$ cat src/rtl/fifo_control_unit.sv
// rtl/fifo_control_unit.sv - FIFO pointer/occupancy controller for an external register file (optional macro FIFO_ERR_FLAG_EN)
module fifo_control_unit #(
    parameter int ADDR_W    = 5,
    parameter int AFULL_TH  = 28,
    parameter int AEMPTY_TH = 4
) (
    input  logic              iClk,
    input  logic              iRst,
    input  logic              iPush,
    input  logic              iPop,
    output logic              oWr,
    output logic [ADDR_W-1:0] oWrAddr,
    output logic              oRd,
    output logic [ADDR_W-1:0] oRdAddr,
    output logic              oFull,
    output logic              oEmpty,
    output logic              oAFull,
    output logic              oAEmpty,
    output logic [ADDR_W:0]   oCount,
    output logic              oOvf,
    output logic              oUdf
);

    localparam logic [ADDR_W:0] DEPTH_C  = {1'b1, {ADDR_W{1'b0}}};
    localparam logic [ADDR_W:0] AFULL_C  = (ADDR_W+1)'(AFULL_TH);
    localparam logic [ADDR_W:0] AEMPTY_C = (ADDR_W+1)'(AEMPTY_TH);
    localparam logic [ADDR_W:0] ONE_C    = {{ADDR_W{1'b0}}, 1'b1};

    // Pointers carry one extra wrap bit; the register file only sees the low bits.
    logic [ADDR_W:0] wr_ptr_q, wr_ptr_d;
    logic [ADDR_W:0] rd_ptr_q, rd_ptr_d;
    logic [ADDR_W:0] count_q,  count_d;
    logic            push_acc;
    logic            pop_acc;
    logic            full;
    logic            empty;

    // Status flags decode straight from the registered occupancy.
    always_comb begin
        full    = (count_q == DEPTH_C);
        empty   = (count_q == '0);
        oFull   = full;
        oEmpty  = empty;
        oAFull  = (count_q >= AFULL_C);
        oAEmpty = (count_q <= AEMPTY_C);
        oCount  = count_q;
        oWrAddr = wr_ptr_q[ADDR_W-1:0];
        oRdAddr = rd_ptr_q[ADDR_W-1:0];
        oRd     = ~empty;
    end

    // Acceptance: a full FIFO still takes a push paired with a pop (the pop frees
    // the slot being overwritten); an empty FIFO never lets data fall through.
    always_comb begin
        push_acc = iPush & (~full | iPop);
        pop_acc  = iPop & ~empty;
        oWr      = push_acc & ~iRst;
    end

    // Next-state pointer and occupancy arithmetic.
    always_comb begin
        wr_ptr_d = wr_ptr_q;
        rd_ptr_d = rd_ptr_q;
        count_d  = count_q;
        if (push_acc) begin
            wr_ptr_d = wr_ptr_q + ONE_C;
        end
        if (pop_acc) begin
            rd_ptr_d = rd_ptr_q + ONE_C;
        end
        case ({push_acc, pop_acc})
            2'b10:   count_d = count_q + ONE_C;
            2'b01:   count_d = count_q - ONE_C;
            default: count_d = count_q;
        endcase
    end

    // Pointer and occupancy registers, cleared immediately by reset.
    always_ff @(posedge iClk or posedge iRst) begin
        if (iRst) begin
            wr_ptr_q <= '0;
            rd_ptr_q <= '0;
            count_q  <= '0;
        end else begin
            wr_ptr_q <= wr_ptr_d;
            rd_ptr_q <= rd_ptr_d;
            count_q  <= count_d;
        end
    end

`ifdef FIFO_ERR_FLAG_EN
    logic ovf_q, ovf_d;
    logic udf_q, udf_d;

    // Sticky error flags: any push or pop request that was not accepted.
    always_comb begin
        ovf_d = ovf_q | (iPush & ~push_acc);
        udf_d = udf_q | (iPop & ~pop_acc);
    end

    // Error flag registers, held until reset.
    always_ff @(posedge iClk or posedge iRst) begin
        if (iRst) begin
            ovf_q <= 1'b0;
            udf_q <= 1'b0;
        end else begin
            ovf_q <= ovf_d;
            udf_q <= udf_d;
        end
    end

    assign oOvf = ovf_q;
    assign oUdf = udf_q;
`else
    assign oOvf = 1'b0;
    assign oUdf = 1'b0;
`endif

endmodule
$ cat config.mk
export PLATFORM = sky130hd
export DESIGN_NAME = fifo_control_unit
export DESIGN_NICKNAME = d
export VERILOG_FILES = /design/src/rtl/fifo_control_unit.sv
export SDC_FILE = /design/constraint.sdc
export NUM_CORES = 1
export LEC_CHECK = 0
export BUFFER_PORTS_ARGS = -buffer_cell sky130_fd_sc_hd__buf_2
export CAP_MARGIN = 10
export CORE_ASPECT_RATIO = 0.9
export CORE_MARGIN = 4
export CORE_UTILIZATION = 45
export CTS_CLUSTER_SIZE = 14
export DETAILED_ROUTE_END_ITERATION = 7
export GPL_TIMING_DRIVEN = 0
export PLACE_DENSITY = 0.84
export REMOVE_ABC_BUFFERS = 1
export SKIP_CTS_REPAIR_TIMING = 1
export SYNTH_ARGS = -nofsm -noshare
export SYNTH_HDL_FRONTEND = slang
export SYNTH_SLANG_ARGS = --single-unit
$ cat constraint.sdc
create_clock -name iClk -period 2.9 [get_ports iClk]
set_input_delay 0.145 -clock iClk [delete_from_list [all_inputs] [get_ports iClk]]
set_output_delay 0.145 -clock iClk [all_outputs]
set_load 0.01 [all_outputs]
==> metrics.yaml <==
ys_ff_latch: 16
final.min_clock_period_ps: 2760
r2r-end: "oCount[5]"
cts_tree: "built"
n_antenna_cell: 0
finalCoreUtilization_pct: 59.9
p_leak_uw: 0.000583
use_met1_pct: 18.6
post-dp-hpwl_um: 1620
finalHoldViolCount: 0
clk_latency_ps: 280
synth_fa_ha_area_share_pct: 11.1
antenna_found_initial: 0
min_path_cells: 3
setup_slack_ps: 137
die_area_sq_um: 2970
whs_endpoint: "wr_ptr_q[0]"
synth_compound_area_share_pct: 13.0
critical_path_class: "reg2reg"
vias: 778
numPortBuffers: 25
numClockSinks: 16
cp.buffers_inverters: 0
cp_slowest_cell: "dfrtp_1"
critical-path-max-stage-delay_ps: 460
grt_max_degree: 17
p_per_area_nw_per_um2: 1140
yosys_warnings: 0
routed_wl_um: 2040
yosysSeqAreaShare_pct: 41.2
hp-class: "in2reg"
finalCritPeriodShare_pct: 95.3
skew_ps: 6.24
cts-root-buf: "clkbuf_4"
setup_viol: 0
max_freq_mhz: 362
ioPinCount: 28
run_status: "complete, no violations"
fp.dieH_um: 52.1
layout-drive-gt1-share_pct: 32.5
vdd_drop_max_mv: 0.630
grtUsageMet3_pct: 2.98
layout.cells.most_common: "buf_2"
cp.required_ps: 3080
path_max_fanout: 9
hp-start: "iPush"
clock_path_buffers: 2
rsz0062_at_grt: "false"
r2r-start: "oCount[3]"
slew_violations: 0
layout_common_cells: "buf_2 (25), dfrtp_1 (16), nand2_1 (8)"
critPathLaunchType: "flip-flop"
r2r_cells: 8
drtIter0Drc: 23
avgSynthCellArea_sq_um: 10.4
htree_levels: 1
core_sq_um: 1990
synth_mux_area_share_pct: 3.87
finalWeightedCongestion: 0.841
grt_pass1_wl_um: 3420
maxCapViolCount: 0
met2_usage_pct: 24.9
grt_overflow: 0
synth_cells: 93
drc_errors: 0
grt_pass1_vias: 760
start_util_pct: 48.8
synth_top_family_by_area: "simple AND/OR/NAND/NOR gates"
syn_to_final_growth_pct: 22.7
synth-simple-area-share_pct: 16.5
synth_xor_area_share_pct: 10.8
viasPerCell: 5.26
crit_path_cell_trace: "or3b_4 > o31ai_4 > ha_4 > ha_1 > a211oi_2 > or3b_2 > nand4_1 > a221oi_1"
rows: 15
gr-usage-all-layers_pct: 14.5
firstDrtPassIters: 4
top_usage_layer: "met2"
worst_setup_path_end_kind: "flip-flop"
die_x_um: 57.0
ant_nets: 0
pre_cts_ws_ps: -233
tightest_slew_ps: 581
nets: 136
syn-cell-area_sq_um: 971
cts_buffers: 3
slew_headroom_pct: 61.2
reg2reg_slack_ps: 140
synth_cell_type_count: 33
wl_per_cell_um: 13.8
worstPathArrival_ps: 2950
clk_pin_slew_ps: 90
critPathTopFamily: "compound AO/OA/AOI/OAI gates"
## metal layers
layer	up-vias	part of all wire, %
li1	384	-
met4	0	0
met2	28	48
met5	-	0
met3	0	7.8
met1	366	45
## sequential cells by signal (all words and copies together) (netlist names)
| register | cells |
|---|---|
| oCount | 6 |
| rd_ptr_q | 5 |
| wr_ptr_q | 5 |
## how the worst max path moves through the flow
stage / startpoint / slack, ps / endpoint / cells past startpoint
floorplan: oCount[0] / 110 / oCount[5] / 8
global route: oCount[3] / 10 / oCount[5] / 8
global placement: oCount[0] / -130 / oCount[5] / 8
detailed placement: oCount[0] / -230 / oCount[5] / 8
finish: oCount[3] / 140 / oCount[5] / 8
CTS: oCount[0] / -270 / oCount[5] / 8
## synthesized netlist by cell type
| library cell | instances | area, sq um |
|---|---|---|
| xor2_1 | 6 | 52.6 |
| dfrtp_1 | 16 | 400 |
| nand4_1 | 3 | 18.8 |
| or3b_2 | 1 | 8.76 |
| o211ai_1 | 2 | 15.0 |
| nand3_1 | 2 | 10.0 |
| fa_1 | 1 | 20.0 |
| a21oi_1 | 3 | 15.0 |
| clkbuf_1 | 1 | 3.75 |
| inv_1 | 3 | 11.3 |
| nand2_1 | 8 | 30.0 |
| a21boi_1 | 1 | 7.51 |
| xnor2_1 | 6 | 52.6 |
| o2111ai_1 | 1 | 8.76 |
| ha_1 | 7 | 87.6 |
| a211oi_1 | 1 | 7.51 |
| nor2b_1 | 1 | 6.26 |
| conb_1 | 1 | 3.75 |
| nor3b_1 | 1 | 7.51 |
| a21o_1 | 2 | 15.0 |
| o31ai_4 | 1 | 21.3 |
| o21bai_1 | 1 | 7.51 |
| and2_1 | 1 | 6.26 |
| or3_4 | 1 | 11.3 |
| o21ai_0 | 4 | 20.0 |
| mux2_4 | 1 | 15.0 |
| nor2_1 | 6 | 22.5 |
| a221oi_1 | 1 | 8.76 |
| or3b_4 | 1 | 11.3 |
| buf_4 | 2 | 15.0 |
| nor3_1 | 4 | 20.0 |
| mux2_2 | 2 | 22.5 |
| and2b_1 | 1 | 7.51 |
## metrics by stage
stage / TNS (ps) / hold slack (ps) / total power (uW) / instance area (sq um) / cells
after floorplan: 0 / 58.7 / 945 / 956 / 91
after CTS: -267 / -66.3 / 1340 / 1150 / 145
after global placement: -131 / 243 / 1140 / 1110 / 141
after detailed placement: -233 / 250 / 1190 / 1110 / 141
final: 0 / 194 / 1350 / 1190 / 148
after global routing: 0 / 208 / 1470 / 1190 / 148
## tightest hold or removal path, delay by kind of cell
family | cells | cell delay, ps
compound gates | 1 | 90
xor+xnor | 1 | 70
buf+inv | 1 | 130
## final cells by class
class,count,area [sq um]
flip-flops and latches,16,400
well taps,25,31.3
multi-input cells,72,562
clock buffers,4,36.3
fillers,191,798
inverters,3,11.3
repair buffers,28,150
## cell families (layout without fill, tap and decap cells)
logic type,Yosys count,in the layout
AO/OA/AOI/OAI,17,17
adder cells (fa/ha/maj),8,8
other,1,2
buffers and inverters,6,35
multiplexers,3,3
AND/OR/NAND/NOR,30,30
flip-flops,16,16
XOR/XNOR,12,12
## where the power goes
group	switching (uW)	internal, uW
clock	66.4	76.3
combinational	358	355
sequential	158	341
total	582	772
Note: power is estimated with default switching activity, not from simulation.
